## config.mk

```make
export PLATFORM = sky130hd
export DESIGN_NAME = serial_comparator
export DESIGN_NICKNAME = d
export VERILOG_FILES = /design/src/rtl/cmp_pkg.sv /design/src/rtl/serial_cmp_cell.sv /design/src/rtl/serial_comparator.sv
export SDC_FILE = /design/constraint.sdc
export NUM_CORES = 1
export LEC_CHECK = 0
export CORE_AREA = 2 2 39 41
export CTS_CLUSTER_DIAMETER = 30
export DETAILED_ROUTE_END_ITERATION = 10
export DIE_AREA = 0 0 41 43
export DONT_BUFFER_PORTS = 1
export SYNTH_ARGS = -nofsm -noshare
export SYNTH_HDL_FRONTEND = slang
export SYNTH_SLANG_ARGS = --single-unit
```

## constraint.sdc

```tcl
create_clock -name clk -period 1.9 [get_ports clk]
set_input_delay 0.095 -clock clk [delete_from_list [all_inputs] [get_ports clk]]
set_output_delay 0.095 -clock clk [all_outputs]
set_load 0.05 [all_outputs]
```

## src/rtl/cmp_pkg.sv

```systemverilog
// Shared types for the bit-serial magnitude comparator: FSM state
// encoding, the 2-bit relation code carried between beats, and a helper
// that expands a relation into the one-hot {h, e, l} result.
package cmp_pkg;

  typedef enum logic [1:0] {
    IDLE  = 2'd0,
    SHIFT = 2'd1,
    DONE  = 2'd2
  } state_t;

  // Relation of the operand prefixes seen so far (A versus B).
  localparam logic [1:0] REL_EQ = 2'b00;
  localparam logic [1:0] REL_GT = 2'b01;
  localparam logic [1:0] REL_LT = 2'b10;

  // Expand a relation code into {h, e, l}. The unused code 2'b11 never
  // occurs; it is folded onto "equal" so the result stays one-hot.
  function automatic logic [2:0] rel_to_hel(input logic [1:0] rel);
    logic [2:0] hel;
    case (rel)
      REL_GT:  hel = 3'b100;
      REL_LT:  hel = 3'b001;
      default: hel = 3'b010;
    endcase
    return hel;
  endfunction

endpackage

```

## src/rtl/serial_cmp_cell.sv

```systemverilog
// One step of the MSB-first comparison: given the relation decided by
// the more significant bits and the current bit pair, produce the
// relation including this bit. Purely combinational so it can be chained
// for a parallel or hybrid comparator later.
module serial_cmp_cell
  import cmp_pkg::*;
(
  input  logic [1:0] rel,
  input  logic       a,
  input  logic       b,
  output logic [1:0] rel_next,
  output logic       decided
);

  // A more significant difference always wins, so only an EQ prefix can
  // be changed by the current bit.
  always_comb begin
    rel_next = rel;
    if ((rel == REL_EQ) && (a != b)) begin
      rel_next = a ? REL_GT : REL_LT;
    end
  end

  assign decided = (rel_next != REL_EQ);

endmodule

```

## src/rtl/serial_comparator.sv

```systemverilog
// Bit-serial unsigned magnitude comparator, MSB first, with a
// valid/ready beat handshake. The result (h/e/l) is registered and held
// until the next comparison finishes. Build option:
//   SERIAL_CMP_EARLY_EXIT_EN - finish on the first differing bit instead
//   of always consuming WIDTH beats; results are identical, only latency
//   and bit_cnt change.
module serial_comparator
  import cmp_pkg::*;
#(
  parameter  int WIDTH = 8,            // operand width, 2..32
  localparam int CNT_W = $clog2(WIDTH + 1)
) (
  input  logic             clk,
  input  logic             rst,
  input  logic             start,
  input  logic             in_valid,
  output logic             in_ready,
  input  logic             a,
  input  logic             b,
  output logic             busy,
  output logic             done,
  output logic             h,
  output logic             e,
  output logic             l,
  output logic [CNT_W-1:0] bit_cnt
);

  state_t           state_reg;
  state_t           state_next;
  logic [1:0]       rel_reg;
  logic [1:0]       rel_next;
  logic [CNT_W-1:0] cnt_reg;
  logic [CNT_W-1:0] cnt_next;
  logic [2:0]       hel_reg;
  logic             load_result;

  logic [1:0]       rel_step;
  logic             step_decided;
  logic             accept;
  logic             last_beat;
  logic             finish;

  serial_cmp_cell u_cell (
    .rel      (rel_reg),
    .a        (a),
    .b        (b),
    .rel_next (rel_step),
    .decided  (step_decided)
  );

  assign in_ready  = (state_reg == SHIFT);
  assign busy      = (state_reg != IDLE);
  assign done      = (state_reg == DONE);
  assign accept    = in_valid && in_ready;
  assign last_beat = (cnt_reg == CNT_W'(WIDTH - 1));

`ifdef SERIAL_CMP_EARLY_EXIT_EN
  // rel_reg is still EQ whenever we are in SHIFT, so "decided" here means
  // this very beat carried the first difference.
  assign finish = accept && (last_beat || step_decided);
`else
  // step_decided is only needed for early exit; the full-length build
  // always runs to the last beat.
  logic unused_decided;
  assign unused_decided = step_decided;
  assign finish = accept && last_beat;
`endif

  // Next-state, beat counter and relation update.
  always_comb begin
    state_next  = state_reg;
    rel_next    = rel_reg;
    cnt_next    = cnt_reg;
    load_result = 1'b0;
    case (state_reg)
      IDLE: begin
        if (start) begin
          state_next = SHIFT;
          cnt_next   = '0;
          rel_next   = REL_EQ;
        end
      end
      SHIFT: begin
        if (accept) begin
          cnt_next = cnt_reg + CNT_W'(1);
          rel_next = rel_step;
          if (finish) begin
            state_next  = DONE;
            load_result = 1'b1;
          end
        end
      end
      DONE: begin
        state_next = IDLE;
      end
      default: begin
        state_next = IDLE;
      end
    endcase
  end

  // Control state: FSM, relation and beat count.
  always_ff @(posedge clk or posedge rst) begin
    if (rst) begin
      state_reg <= IDLE;
      rel_reg   <= REL_EQ;
      cnt_reg   <= '0;
    end else begin
      state_reg <= state_next;
      rel_reg   <= rel_next;
      cnt_reg   <= cnt_next;
    end
  end

  // Result register: captured on the edge that enters DONE so h/e/l
  // change together with the done pulse, then held.
  always_ff @(posedge clk or posedge rst) begin
    if (rst) begin
      hel_reg <= 3'b000;
    end else if (load_result) begin
      hel_reg <= rel_to_hel(rel_next);
    end
  end

  assign h       = hel_reg[2];
  assign e       = hel_reg[1];
  assign l       = hel_reg[0];
  assign bit_cnt = cnt_reg;

endmodule

```

==> results of run 1 <==
## routing by layer
metal | routed length (um) | up-vias | GRT usage, %
li1 | - | 195 | -
met1 | 435 | 176 | 19.3
met2 | 484 | 10 | 21.6
met3 | 56 | 2 | 3.14
met4 | 12 | 0 | 10.0
met5 | 0 | - | 0
## kinds of logic (layout without fill, tap and decap cells)
logic type,after synthesis,in the layout
DFF,11,11
buffers and inverters,3,15
and+or+nand+nor,19,19
AOI/OAI and AO/OA,6,6
muxes,5,5
adders and majority gates,3,3
## worst max-delay path, delay by kind of cell (launching register included)
| kind | cells | cell delay [ps] |
|---|---|---|
| mux | 1 | 250 |
| compound gates | 1 | 250 |
| buf+inv | 2 | 250 |
| fa+ha+maj | 1 | 270 |
| flops | 1 | 370 |
| simple gates | 1 | 240 |
## cells in the mapped netlist, types with 2 or more instances
master | number | area, um2
dfrtp_1 | 11 | 275
nand2_1 | 4 | 15.0
ha_1 | 3 | 37.5
inv_1 | 3 | 11.3
mux2_4 | 3 | 45.0
a32oi_1 | 2 | 17.5
nand3_1 | 2 | 10.0
nor2_1 | 2 | 7.51
nor2b_1 | 2 | 12.5
## timing repair
| action | in CTS | in global routing |
|---|---|---|
| hold endpoints to repair | 11 | 0 |
| resized for setup | 0 | 0 |
| hold buffers | 1 | 0 |
## placed cells by master, fill, tap and decap left out
cell / n
dfrtp_1: 11
buf_4: 7
nand2_1: 4
mux2_4: 3
inv_1: 3
ha_1: 3
clkbuf_4: 3
nor2b_1: 2
nor2_1: 2
a32oi_1: 2
nand3_1: 2
nor3b_1: 1
o21bai_1: 1
a21oi_1: 1
nor2b_4: 1
and4bb_4: 1
or3b_4: 1
and3b_2: 1
nand4_1: 1
mux2i_1: 1
or2_2: 1
and2b_2: 1
nand3b_1: 1
o21ai_0: 1
mux2_2: 1
a22o_1: 1
clkbuf_1: 1
dlygate4sd3_1: 1
## area by class of cell
cell class,instances,share of cell area [%]
repair buffers,8,9.26
multi-input cells,33,41.5
well taps,16,2.96
clock buffers,4,3.89
flip-flops and latches,11,40.7
inverters,3,1.67
## power by group through the flow
stage	registers (mW)	logic (mW)	clock network (mW)
after floorplan	0.655	0.332	0
after global placement	0.499	0.649	0
after detailed placement	0.501	0.654	0
after CTS	0.499	0.659	0.162
after global routing	0.514	0.718	0.170
final	0.498	0.648	0.152
## path summary, 6_finish.rpt
check	end	slack [ps]
setup / recovery	hel_reg[1]	140
hold / removal	bit_cnt[0]	70
setup reg to reg	hel_reg[1]	140
hold reg to reg	rel_reg[1]	540
max in group asynchronous	hel_reg[1]	1360
min in group asynchronous	state_reg[0]	260
## per-stage QoR
step / std cells / utilization [%]
2_1_floorplan: 47 / -
3_3_place_gp: 70 / 46.2
3_5_place_dp: 70 / 46.2
4_1_cts: 75 / 48.8
5_1_grt: 75 / 48.8
6_report: 75 / 48.8
==> flow_summary.yaml, run 1 <==
synthesis:
  ys.flop_type: "dfrtp_1"
  synth_xor_area_share_pct: 0
  synth-simple-area-share_pct: 23.4
  yosys_register_bits: 11
  synth_compound_area_share_pct: 7.73
  yosys_warnings: 0
  synth-edff-count: 0
  seq_area_frac_synth_pct: 48.6
  avgSynthCellArea_um2: 12.1
  async_flop_share_pct: 100
  synth.cell_area_um2: 567
  synthAdderAreaFrac_pct: 6.62
  syn_nets: 56
  synth.area.mux_share_pct: 11.7
  synth_top_family_by_area: "simple AND/OR/NAND/NOR gates"
  synth.lib_cells_used.distinct: 24
  netlist_instances: 47
power:
  power_density_mw_per_mm2: 1920
  power_mw: 1.30
  leakagePower_nw: 0.335
  p_sw_share_pct: 48.9
  p_clk_share_pct: 11.7
  switching_power_uw: 635
  p_int_uw: 663
  ir_drop_mv: 0.861
  combPwrFrac_pct: 49.9
  seqPwrFrac_pct: 38.3
clock_network:
  cts_tree: "yes"
  htree_levels: 1
  cts-root-buf: "clkbuf_4"
  clk_latency_ps: 260
  post-cts-setup-buffers: 0
  cts.sinks: 11
  clk_pin_slew_worst_paths_ps: 70
  clockBufferDepth: 2
  cts_inserted_buffers: 3
setup_path:
  crit_fanout: 8
  required_ps: 2050
  criticalPathCategory: "flop to flop"
  r2r_cells: 6
  critPathLaunchType: "flop"
  cp_cell_sequence: "buf_4 > and3b_2 > a32oi_1 > inv_1 > ha_1 > mux2_4"
  timing.rr.start: "state_reg[0]"
  arrival_ps: 1900
  startpoint: "state_reg[0]"
  crit_slowest_cell: "dfrtp_1"
  end_kind: "flop"
  slowest_delay_ps: 370
placed_design:
  preCtsSetupSlack_ps: 145
  hpwl_um: 774
  place_congestion: 0.699
  dpl_cell_area_um2: 639
  portBuffers: 0
routing:
  num_vias: 383
  wl_um: 990
  remaining_drc_errors: 0
  drtIter0Drc: 4
  avgViaCountPerCell: 5.11
  drtPass1Iterations: 4
  final_antenna_net_count: 0
  wire_per_inst_um: 13.2
die:
  fp.dieH_um: 43
  core_mm2: 0.00138
  num_io_pins: 16
  core.rowCount: 14
  die_area_mm2: 0.00176
  fp.dieW_um: 41
  start_util_pct: 41.0
worst_hold_path:
  hold_class: "input port to flop"
  min-delay-start: "in_valid"
  whs_path_depth: 2
finish:
  seq_area_um2: 275
  insertedDiodeCount: 0
  synthToLayoutAreaGrowth_pct: 19.2
  nNetsFinal: 69
  fin_area_um2: 676
  n_fill_cell: 132
  largest_reg_flops: 4
  drive_gt1_share_pct: 33.9
  multi_input_area_um2: 280
grt:
  grtUsageTotal_pct: 15.0
  grt_pass1_vias: 413
  grt_max_degree: 12
  grt_antenna_before_repair: 0
  grt_pass1_wl_um: 1720
  grt-ovfl-total: 0
sta:
  setup_viol_count_final: 0
  achievable-frequency_mhz: 570
  fin_crit_sh_pct: 92.4
  tightest_slew_ps: 474
  slew_violations: 0
  worst_slack_ps: 144
  min_period_ps: 1760
  skew_ps: 4.61
  slew_headroom_pct: 68.4
  fin_setup_tns_ps: 0
  grt_setup_unrepaired: "false"
  whs_ps: 72.0
  hold_viol: 0
outcome:
  status: "completed"
job:
  max-cap-violations: 0
No activity file was read; power rests on OpenSTA's default activity.
==> run 2, diff against run 1 <==
==> constraint.sdc (replaced) <==
create_clock -name clk -period 1.9 [get_ports clk]
set_input_delay 0 -clock clk [delete_from_list [all_inputs] [get_ports clk]]
set_output_delay 0 -clock clk [all_outputs]
set_load 0.05 [all_outputs]
==> flow_summary.yaml, run 2 (synthesized netlist as in run 1, its figures left out) <==
outcome:
  status: "completed"
setup_path:
  slowest_delay_ps: 370
  crit_buf_inv: 2
  end_kind: "flop"
  cp_top_family: "flip-flops"
  cp_cell_sequence: "buf_4 > and3b_2 > a32oi_1 > inv_1 > ha_1 > mux2_4"
  required_ps: 2050
  critPathLaunchType: "flop"
  arrival_ps: 1900
  crit_slowest_cell: "dfrtp_1"
  crit_fanout: 8
  criticalPathCategory: "flop to flop"
routing:
  avgViaCountPerCell: 5.08
  num_vias: 391
  drtPass1Iterations: 4
  wl_um: 1010
  final_antenna_net_count: 0
  drtIter0Drc: 5
  remaining_drc_errors: 0
  wire_per_inst_um: 13.1
clock_network:
  htree_levels: 1
  post-cts-setup-buffers: 0
  cts_inserted_buffers: 3
  clk_latency_ps: 260
  cts-root-buf: "clkbuf_4"
  ctsResizeCount: 0
  clockBufferDepth: 2
  clk_pin_slew_worst_paths_ps: 70
  cts.sinks: 11
  cts_tree: "yes"
grt:
  grtUsageTotal_pct: 15.0
  grt_antenna_before_repair: 0
  grt_use_met1_pct: 19.3
  grt_max_degree: 12
  use_met2_pct: 21.6
  grt_most_used_layer: "met2"
  grt_pass1_vias: 413
  met3_usage_pct: 3.14
  grt-ovfl-total: 0
  grt_pass1_wl_um: 1720
finish:
  drive_gt1_share_pct: 32.8
  seq_area_um2: 275
  largest_reg_flops: 4
  mostFrequentLayoutCells: "dfrtp_1, buf_4, nand2_1"
  insertedDiodeCount: 0
  n_fill_cell: 131
  multi_input_area_um2: 280
  fin_cells: 77
  nNetsFinal: 71
  layout_commonest_cell: "dfrtp_1"
  synthToLayoutAreaGrowth_pct: 22.7
sta:
  skew_ps: 4.58
  slew_headroom_pct: 68.4
  hold_viol: 0
  setup_viol_count_final: 0
  slew_violations: 0
  min_period_ps: 1760
  fin_setup_tns_ps: 0
  grt_setup_unrepaired: "false"
  fin_crit_sh_pct: 92.5
  tightest_slew_ps: 474
  achievable-frequency_mhz: 569
die:
  start_util_pct: 41.0
  fp.dieH_um: 43
  core_mm2: 0.00138
  fp.dieW_um: 41
  num_io_pins: 16
  die_area_mm2: 0.00176
  core.rowCount: 14
power:
  power_density_mw_per_mm2: 1870
  power_mw: 1.30
  leakagePower_nw: 0.344
  ir_drop_mv: 0.861
placed_design:
  dpl.cell_count: 70
  place_congestion: 0.699
  hpwl_um: 774
  portBuffers: 0
worst_hold_path:
  hold_class: "input port to flop"
job:
  max-cap-violations: 0
## run 2: path summary, 6_finish.rpt
path | startpoint | endpoint | slack [ps] | cells past startpoint
max in group asynchronous | rst | hel_reg[1] | 1450 | 2
max | state_reg[0] | hel_reg[1] | 140 | 6
min in group asynchronous | rst | state_reg[0] | 160 | 2
max reg2reg | state_reg[0] | hel_reg[1] | 140 | 6
min | a | rel_reg[1] | 80 | 3
min reg2reg | rel_reg[1] | rel_reg[1] | 540 | 2
## run 2: layout make-up
cell class                 count  share of cell area (%)
clock buffer                   4                    3.78
multi-input combinational     33                    40.3
sequential                    11                    39.6
tap                           16                    2.88
timing repair buffer          10                    11.9
inverter                       3                    1.62
## run 2: per-layer routing
metal / share of wire (%) / wire, um
met1: 45 / 453
met2: 49 / 493
met3: 5.0 / 50
met4: 1.2 / 12
met5: 0 / 0
## run 2: what timing repair did
action,in CTS,in global routing
endpoints found under the hold margin,13,0
setup endpoints to repair,0,0
hold buffers,3,0
## run 2: worst reg2reg max path, cell delays in order, from the launching register on
cell and delay, ps:
dfrtp_1 370, buf_4 160, and3b_2 240, a32oi_1 250
inv_1 90, ha_1 270, mux2_4 250
## run 2: power breakdown
group	internal (mW)	switching, mW	total (mW)
Clock	0.0811	0.0710	0.152
Combinational	0.252	0.401	0.652
Sequential	0.333	0.165	0.498
## run 2: metrics by stage
stage               instance area (um2)  hold WS [ps]  util [%]  setup slack, ps
finish                              696          77.3      50.3              143
global route                        696          95.3      50.3             22.8
CTS                                 696          73.2      50.3              129
detailed placement                  639         -95.6      46.2              145
global placement                    639         -97.6      46.2              188
floorplan                           567          -148         -              161
